## src/rtl/hit_event_sequencer.sv

```systemverilog
// Hit FIFO and event framer feeding the hit storage stage.
// Optional SSID_FILTER_EN drops hits whose SSID exceeds MAXSSID.
module hit_event_sequencer #(
  parameter int SSIDBITS    = 12,
  parameter int HITINFOBITS = 8,
  parameter int FIFODEPTH   = 16,
  parameter int MAXHITS     = 255,
  parameter int COUNTBITS   = 8,
  parameter int DRAINCYCLES = 4,
  parameter int MAXSSID     = 4095
) (
  input  logic                   clock,
  input  logic                   resetN,
  input  logic                   inValid,
  output logic                   inReady,
  input  logic [SSIDBITS-1:0]    inSSID,
  input  logic [HITINFOBITS-1:0] inHitInfo,
  input  logic                   inEndEvent,
  input  logic                   storageReady,
  output logic                   newAddress,
  output logic [SSIDBITS-1:0]    SSID,
  output logic [HITINFOBITS-1:0] hitInfo,
  output logic                   clearMemory,
  output logic                   readMemory,
  input  logic                   readDone,
  output logic [COUNTBITS-1:0]   eventHitCount,
  output logic                   eventOverflow,
  output logic [COUNTBITS-1:0]   droppedCount
);

  localparam int PTRBITS   = $clog2(FIFODEPTH);
  localparam int CNTBITS   = PTRBITS + 1;
  localparam int DRAINBITS = $clog2(DRAINCYCLES + 1);
  localparam int CMPBITS   = SSIDBITS + 1;

`ifdef SSID_FILTER_EN
  localparam bit FILTER = 1'b1;
`else
  localparam bit FILTER = 1'b0;
`endif

  typedef enum logic [2:0] {
    CLEAR,
    CLEARWAIT1,
    CLEARWAIT,
    STREAM,
    DRAIN,
    READOUT
  } stateT;

  typedef struct packed {
    logic                   endEvent;
    logic [SSIDBITS-1:0]    ssid;
    logic [HITINFOBITS-1:0] info;
  } entryT;

  entryT                mem [FIFODEPTH];
  logic [PTRBITS-1:0]   wrPtr;
  logic [PTRBITS-1:0]   rdPtr;
  logic [CNTBITS-1:0]   fifoCount;
  logic                 fifoFull;
  logic                 fifoEmpty;
  logic                 push;
  logic                 pop;
  entryT                popEntry;
  stateT                state;
  stateT                nextState;
  logic [DRAINBITS-1:0] drainCnt;
  logic                 ssidIllegal;
  logic                 filtered;
  logic                 atLimit;
  logic                 forward;

  assign fifoFull  = fifoCount == CNTBITS'(FIFODEPTH);
  assign fifoEmpty = fifoCount == '0;
  assign inReady   = resetN && !fifoFull;
  assign push      = inValid && inReady;
  assign popEntry  = mem[rdPtr];
  assign pop       = (state == STREAM) && storageReady && !fifoEmpty;

  assign ssidIllegal = {1'b0, popEntry.ssid} > CMPBITS'(MAXSSID);
  assign filtered    = FILTER && ssidIllegal;
  assign atLimit     = eventHitCount >= COUNTBITS'(MAXHITS);
  assign forward     = pop && !filtered && !atLimit;

  always_ff @(posedge clock) begin
    if (push) mem[wrPtr] <= {inEndEvent, inSSID, inHitInfo};
  end

  always_ff @(posedge clock) begin
    if (!resetN) begin
      wrPtr     <= '0;
      rdPtr     <= '0;
      fifoCount <= '0;
    end else begin
      if (push) wrPtr <= wrPtr + 1'b1;
      if (pop) rdPtr <= rdPtr + 1'b1;
      case ({push, pop})
        2'b10:   fifoCount <= fifoCount + 1'b1;
        2'b01:   fifoCount <= fifoCount - 1'b1;
        default: fifoCount <= fifoCount;
      endcase
    end
  end

  always_comb begin
    nextState = state;
    unique case (state)
      CLEAR:      nextState = CLEARWAIT1;
      CLEARWAIT1: nextState = CLEARWAIT;
      CLEARWAIT:  if (storageReady) nextState = STREAM;
      STREAM:     if (pop && popEntry.endEvent) nextState = DRAIN;
      DRAIN:      if (drainCnt == '0) nextState = READOUT;
      READOUT:    if (readDone) nextState = CLEAR;
      default:    nextState = CLEAR;
    endcase
  end

  always_ff @(posedge clock) begin
    if (!resetN) begin
      state         <= CLEAR;
      drainCnt      <= '0;
      newAddress    <= 1'b0;
      SSID          <= '0;
      hitInfo       <= '0;
      clearMemory   <= 1'b0;
      readMemory    <= 1'b0;
      eventHitCount <= '0;
      eventOverflow <= 1'b0;
      droppedCount  <= '0;
    end else begin
      state       <= nextState;
      newAddress  <= forward;
      clearMemory <= state == CLEAR;
      readMemory  <= nextState == READOUT;
      if (forward) begin
        SSID          <= popEntry.ssid;
        hitInfo       <= popEntry.info;
        eventHitCount <= eventHitCount + 1'b1;
      end
      // filtered hits count as dropped but are not an overflow
      if (pop && !forward) begin
        if (!filtered) eventOverflow <= 1'b1;
        if (droppedCount != '1) droppedCount <= droppedCount + 1'b1;
      end
      if (state == CLEARWAIT && storageReady) begin
        eventHitCount <= '0;
        droppedCount  <= '0;
        eventOverflow <= 1'b0;
      end
      if (state == STREAM)
        drainCnt <= DRAINBITS'(DRAINCYCLES - 1);
      else if (state == DRAIN && drainCnt != '0)
        drainCnt <= drainCnt - 1'b1;
    end
  end

endmodule

```

## config.mk

```make
export PLATFORM = sky130hd
export DESIGN_NAME = hit_event_sequencer
export DESIGN_NICKNAME = d
export VERILOG_FILES = /design/src/rtl/hit_event_sequencer.sv
export SDC_FILE = /design/constraint.sdc
export NUM_CORES = 1
export LEC_CHECK = 0
export CORE_MARGIN = 4
export CORE_UTILIZATION = 30
export CTS_BUF_LIST = sky130_fd_sc_hd__clkbuf_2
export DETAILED_ROUTE_END_ITERATION = 8
export PLACE_DENSITY = 0.46
export SLEW_MARGIN = 20
export SYNTH_ARGS = -nofsm -noshare
export SYNTH_HDL_FRONTEND = slang
export SYNTH_SLANG_ARGS = --single-unit
```

## constraint.sdc

```tcl
create_clock -name clock -period 7.2 [get_ports clock]
set_input_delay 1.8 -clock clock [delete_from_list [all_inputs] [get_ports clock]]
set_output_delay 1.8 -clock clock [all_outputs]
set_load 0.005 [all_outputs]
```

==> metrics.log, run 1 <==
[metrics] run status: finished, final reports clean
[metrics] Avg Inst Size Synth: 19.7 um2
[metrics] post-synthesis sequential area ratio: 72.8%
[metrics] highest achievable clock rate: 185 MHz
[metrics] worst setup skew after layout: 70.6 ps
[metrics] share of the clock period used by the worst path: 75.2%
[metrics] Die Y-Extent: 236 um
[metrics] synthesized area: 0.0156 mm2
[metrics] first-pass GRT wire length: 55400 um
[metrics] DR iter-0 viols: 421
[metrics] number of placement rows: 83
[metrics] TritonCTS clock tree: yes
[metrics] count of unresolved DRC violations after routing: 0
[metrics] arrival time at the worst endpoint: 3620 ps
[metrics] synthesis-to-layout area growth: 15.8%
[metrics] Worst IR Drop VDD: 0.108 mV
[metrics] Clock Sinks: 399
[metrics] count of warnings emitted by yosys: 0
[metrics] Clk network pwr share: 37.7%
[metrics] post-DR vias/cell: 4.60
[metrics] unrepaired setup endpoints after global routing: no
[metrics] clock transition time at the flip-flop clock pins of the worst setup and hold paths: 90 ps
[metrics] path type of the worst setup path: input pin to primary output
[metrics] vias in the first global route: 8443
[metrics] antenna violations before repair: 2
[metrics] Int Power: 3.25 mW
[metrics] Pleak: 5.76 nW
[metrics] number of buffers created by CTS: 104
[metrics] gate count of the mapped netlist: 793
[metrics] Finished Layout Cells: 1707
[metrics] biggest fanout along the worst timing path: 21
[metrics] initial cell density of the core: 30.3%
[metrics] latest clock arrival within the worst-skew pair: 990 ps
[metrics] max_cap viols: 0
[metrics] type of element launching the critical path: input pin
[metrics] maximum level of the CTS H-tree: 3
[metrics] worst hold slack: 474 ps
[metrics] final worst setup slack: 1780 ps
[metrics] Worst Path Required: 5400 ps
[metrics] number of optimization iterations in the first detailed-route pass: 4
[metrics] number of gates resized after cts: 0
[metrics] total instance count after detailed placement: 1517
[metrics] final routed wirelength across all metal layers: 37400 um
[metrics] most used cell along the critical path: sky130_fd_sc_hd__clkdlybuf4s50_1
[metrics] WP buf/inv: 3
[metrics] max_slew headroom: 32.6%
[metrics] Port Buffer Count: 66
[metrics] Tightest Pin Transition: 1010 ps
[metrics] maximum number of pins on one net before global-route repair: 54
[metrics] switching power total: 1.01 mW
[metrics] weighted congestion at the end of routability-driven global placement: 0.720
[metrics] total count of max-transition violations in the final report: 0
[metrics] die extent in x: 236 um
[metrics] Final Hold Viols: 0
[metrics] TNS Setup: 0 ps
[metrics] Crit path max-delay family: buffers and inverters
[metrics] Clock Path Buffers: 3
[metrics] Wirelength per Cell: 21.9 um
[metrics] overall overflow remaining after global route: 0
[metrics] share of cells above drive strength 1: 33.1%
[metrics] Largest stage delay, worst path: 580 ps
[metrics] total number of vias: 7858
[metrics] clock tree root driver cell: sky130_fd_sc_hd__clkbuf_2
[metrics] Comb pwr share: 3.1%
[metrics] worst-path cell with the longest stage delay: sky130_fd_sc_hd__clkdlybuf4s50_1
[metrics] Layout Nets: 983
[metrics] critical path cell sequence: clkdlybuf4s50_1 -> inv_1 -> a21oi_1 -> clkdlybuf4s50_1
[metrics] net count of the mapped netlist: 833
[metrics] sequential power share: 59.2%
[metrics] #FFs+latches synth: 399
[metrics] total setup violations reported at the end of the flow: 0
[metrics] time the worst path needs with I/O delays and setup: 5420 ps
[metrics] post-placement worst setup slack: 1750 ps
[metrics] Worst Hold Class: register to register
[metrics] pwr dens: 236 mW/mm2
[metrics] fraction of power spent switching nets: 23.8%
[metrics] post-CTS setup buffer count: 0
[metrics] Tot GR Track Use: 13.4%
[metrics] Unique masters post-synth: 53
[metrics] number of routed nets with antenna violations: 0
[metrics] total core area: 0.0514 mm2
[metrics] Ports: 67
[metrics] kind of capture point of the worst setup path: primary output
[metrics] Final HPWL DP: 22200 um
[metrics] Die Footprint: 0.0557 mm2
[metrics] total of hold buffers inserted after clock tree synthesis: 0
[power by group through the flow]
stage | Clock (mW) | Sequential, mW | Combinational [mW]
5_1_grt | 1.82 | 2.53 | 0.145
2_1_floorplan | 0 | 2.58 | 0.0663
3_5_place_dp | 0 | 2.58 | 0.136
6_report | 1.61 | 2.53 | 0.132
3_3_place_gp | 0 | 2.58 | 0.137
4_1_cts | 1.69 | 2.53 | 0.137
[flip-flops by register name, indices dropped and copies added (netlist names), named ones only]
name / flops
newAddress: 1
droppedCount: 8
SSID: 12
eventHitCount: 8
wrPtr: 4
rdPtr: 4
eventOverflow: 1
state: 3
readMemory: 1
drainCnt: 3
hitInfo: 8
mem: 336
fifoCount: 5
clearMemory: 1
[kinds of logic (layout without fill, tap and decap cells)]
kind of cell / after synthesis / after routing / synth area share, %
other: 0 / 1 / 0
AND/OR/NAND/NOR: 126 / 126 / 4.08
adder cells (fa/ha/maj): 14 / 14 / 1.17
multiplexers: 114 / 114 / 15.3
XOR/XNOR: 22 / 22 / 1.24
AO/OA/AOI/OAI: 46 / 46 / 3.08
flip-flops: 399 / 399 / 72.8
buffers and inverters: 72 / 305 / 2.29
[layer usage]
metal	vias to the layer above	GRT usage, %	routed length (um)
met4	0	3.97	743
met3	71	3.73	1890
li1	3549	-	-
met5	-	0	0
met1	4047	17.0	16200
met2	191	22.4	18600
[cells in the final DEF (no fill, tap or decap), types with 14 or more instances in the layout]
cell type | Yosys | layout
sky130_fd_sc_hd__o2bb2ai_2 | 20 | 20
sky130_fd_sc_hd__buf_4 | 1 | 20
sky130_fd_sc_hd__dfxtp_1 | 63 | 60
sky130_fd_sc_hd__clkinv_1 | 20 | 35
sky130_fd_sc_hd__mux4_2 | 100 | 100
sky130_fd_sc_hd__edfxtp_1 | 336 | 336
sky130_fd_sc_hd__nor2_1 | 46 | 34
sky130_fd_sc_hd__nand2_1 | 19 | 19
sky130_fd_sc_hd__mux2i_1 | 14 | 14
sky130_fd_sc_hd__clkbuf_2 | 0 | 170
sky130_fd_sc_hd__clkdlybuf4s50_1 | 0 | 66
[cells in the mapped netlist (all sizes together)]
master | instances | area [um2]
or4 | 2 | 15.0
and3 | 2 | 12.5
nor4b | 1 | 15.0
nor2b | 3 | 18.8
nor2 | 47 | 184
nand4bb | 1 | 11.3
o211ai | 2 | 20.0
a211oi | 2 | 20.0
o22ai | 1 | 6.26
o21a | 1 | 7.51
ha | 13 | 163
or3 | 1 | 6.26
dfxtp | 63 | 1260
clkbuf | 14 | 56.3
and2 | 2 | 12.5
fa | 1 | 20.0
nor3 | 10 | 50.1
buf | 28 | 188
o211a | 1 | 10.0
a31oi | 1 | 6.26
mux4 | 100 | 2250
inv | 10 | 37.5
mux2i | 14 | 140
nand2 | 20 | 77.6
a22oi | 1 | 7.51
nor4 | 6 | 37.5
nand2b | 5 | 31.3
o31ai | 1 | 7.51
and3b | 1 | 8.76
clkinv | 20 | 75.1
nor3b | 3 | 22.5
and4 | 3 | 26.3
nand4 | 9 | 56.3
o41ai | 1 | 8.76
nand3 | 10 | 50.1
xnor2 | 11 | 96.3
edfxtp | 336 | 10100
o21ai | 1 | 5.00
a21oi | 10 | 50.1
xor2 | 11 | 96.3
o2bb2ai | 20 | 300
a221oi | 1 | 8.76
a21o | 3 | 22.5
[per-stage QoR]
stage	total power [mW]	area (um2)	util [%]
floorplan	2.64	15600	-
global placement	2.72	17100	33.2
detailed placement	2.72	17100	33.2
CTS	4.36	18100	35.1
global route	4.49	18100	35.1
finish	4.27	18100	35.1
[layout make-up]
type,count,area (um2)
Fill cell,4899,33300
Sequential cell,399,11400
Multi-Input combinational cell,322,3940
Clock buffer,170,851
Tap cell,680,851
Timing Repair Buffer,86,811
Clock inverter,19,134
Inverter,30,113
Antenna cell,1,2.50
[final timing paths]
path                                    start       endpoint  slack (ps)  cells past startpoint
worst max-delay path                   resetN        inReady        1780                      4
worst min register to register  eventOverflow  eventOverflow         470                      2
worst max register to register   fifoCount[0]   fifoCount[4]        3690                     10
worst min-delay path            eventOverflow  eventOverflow         470                      2
[worst reg2reg max path: stages, from the launching register on]
cell and delay [ps]:
sky130_fd_sc_hd__dfxtp_1 380, sky130_fd_sc_hd__or4_1 580, sky130_fd_sc_hd__o211ai_2 520, sky130_fd_sc_hd__inv_2 280, sky130_fd_sc_hd__ha_1 340, sky130_fd_sc_hd__fa_1 420, sky130_fd_sc_hd__a21o_1 180, sky130_fd_sc_hd__a21oi_1 180
sky130_fd_sc_hd__xor2_1 90, sky130_fd_sc_hd__or3_1 310, sky130_fd_sc_hd__a21oi_1 130
Note: power is estimated with default switching activity, not from simulation.
==> run 2: changes to the inputs <==
Clock period 7.2 ns to 5.2 ns, I/O delays scaled along.
==> metrics.log, run 2 (synthesis results as in run 1) <==
[metrics] run status: finished, final reports clean
[metrics] total count of max-transition violations in the final report: 0
[metrics] Ports: 67
[metrics] kind of capture point of the worst setup path: primary output
[metrics] Clock Sinks: 399
[metrics] most common cell after layout, fill and taps aside: sky130_fd_sc_hd__edfxtp_1
[metrics] Final Core Density: 35.4%
[metrics] max_slew headroom: 36.5%
[metrics] arrival time at the worst endpoint: 2730 ps
[metrics] DR iter-0 viols: 512
[metrics] total number of vias: 7910
[metrics] Tightest Pin Transition: 950 ps
[metrics] worst setup skew after layout: 94.5 ps
[metrics] post-CTS setup buffer count: 0
[metrics] latest clock arrival within the worst-skew pair: 1030 ps
[metrics] weighted congestion at the end of routability-driven global placement: 0.714
[metrics] hold path depth: 1
[metrics] Pleak: 5.81 nW
[metrics] number of routed nets with antenna violations: 0
[metrics] number of gates resized after cts: 0
[metrics] post-placement worst setup slack: 1050 ps
[metrics] Layout Nets: 994
[metrics] Clock Path Buffers: 3
[metrics] Final Hold Viols: 0
[metrics] biggest fanout along the worst timing path: 6
[metrics] path depth of the worst reg2reg path: 10
[metrics] total setup violations reported at the end of the flow: 0
[metrics] Die Y-Extent: 236 um
[metrics] most frequent cells in the layout: 336 x sky130_fd_sc_hd__edfxtp_1, 159 x sky130_fd_sc_hd__clkbuf_2, 100 x sky130_fd_sc_hd__mux4_2
[metrics] Wirelength per Cell: 20.8 um
[metrics] pwr dens: 321 mW/mm2
[metrics] die extent in x: 236 um
[metrics] setup slack on the worst flop-to-flop path: 1830 ps
[metrics] TNS Setup: 0 ps
[metrics] post-DR vias/cell: 4.61
[metrics] Die Footprint: 0.0557 mm2
[metrics] synthesis-to-layout area growth: 16.6%
[metrics] TritonCTS clock tree: yes
[metrics] maximum level of the CTS H-tree: 3
[metrics] type of element launching the critical path: input pin
[metrics] overall overflow remaining after global route: 0
[metrics] Power Total: 5.84 mW
[metrics] Worst Path Required: 3900 ps
[metrics] highest achievable clock rate: 248 MHz
[metrics] top register by number of flip-flops: mem
[metrics] final worst setup slack: 1170 ps
[metrics] number of placement rows: 83
[metrics] initial cell density of the core: 30.3%
[metrics] time the worst path needs with I/O delays and setup: 4030 ps
[metrics] unrepaired setup endpoints after global routing: no
[metrics] largest registers ranked by flip-flop count: mem: 336 flops, SSID: 12 flops
[metrics] max_cap viols: 0
[metrics] Port Buffer Count: 66
[metrics] total of hold buffers inserted after clock tree synthesis: 0
[metrics] Final HPWL DP: 20900 um
[metrics] final routed wirelength across all metal layers: 35600 um
[metrics] clock transition time at the flip-flop clock pins of the worst setup and hold paths: 90 ps
[metrics] path type of the worst setup path: input pin to primary output
[metrics] flip-flop count of the largest register, all copies and words added: 336
[metrics] maximum number of pins on one net before global-route repair: 37
[metrics] share of cells above drive strength 1: 33.5%
[metrics] Worst IR Drop VDD: 0.147 mV
[metrics] number of buffers created by CTS: 103
[metrics] clock tree root driver cell: sky130_fd_sc_hd__clkbuf_2
[metrics] total core area: 0.0514 mm2
[metrics] vias in the first global route: 8496
[metrics] first-pass GRT wire length: 53700 um
[metrics] Worst Hold Class: register to register
[metrics] share of the clock period used by the worst path: 77.6%
[metrics] Tot GR Track Use: 12.8%
[metrics] antenna violations before repair: 2
[metrics] count of unresolved DRC violations after routing: 0
[metrics] number of optimization iterations in the first detailed-route pass: 4
-- run 2: cell count changes in the layout (fill, tap and decap cells not counted), sizes merged --
cell and change:
clkinv +4, diode +1, clkbuf -11, inv +1, buf +12
-- run 2: power breakdown --
part / internal [mW] / leakage, nW / total [mW] / switching, mW
clock: 0.909 / 0.740 / 2.16 / 1.26
combinational: 0.0690 / 1.54 / 0.174 / 0.105
sequential: 3.48 / 3.54 / 3.50 / 0.0155
-- run 2: critical path, cell delays in order --
cell and delay [ps]:
sky130_fd_sc_hd__clkdlybuf4s50_1 580, sky130_fd_sc_hd__inv_1 170, sky130_fd_sc_hd__a21oi_1 160, sky130_fd_sc_hd__clkdlybuf4s50_1 520
-- run 2: layer usage --
layer / share of wire (%) / vias up / track usage [%]
met5: 0 / - / 0
met4: 1.6 / 0 / 3.86
met3: 4.1 / 56 / 3.51
met2: 48 / 169 / 20.2
met1: 46 / 4117 / 17.3
li1: - / 3568 / -
-- run 2: layout make-up --
class	count	area [um2]
Clock buffer	159	796
Clock inverter	24	159
Fill cell	4953	33200
Sequential cell	399	11400
Inverter	30	113
Timing Repair Buffer	98	951
Tap cell	680	851
Antenna cell	2	5.00
Multi-Input combinational cell	322	3940
-- run 2: final timing paths --
kind | endpoint | from
worst max-delay path | inReady | resetN
worst min register to register | SSID[0] | SSID[0]
worst max register to register | fifoCount[4] | fifoCount[1]
worst min-delay path | SSID[0] | SSID[0]
-- run 2: through the flow --
stage / hold WS (ps) / cells / cell area [um2]
2_1_floorplan: 465 / 793 / 15600
3_3_place_gp: 458 / 1529 / 17200
3_5_place_dp: 461 / 1529 / 17200
4_1_cts: 480 / 1712 / 18200
5_1_grt: 493 / 1714 / 18200
6_report: 474 / 1714 / 18200
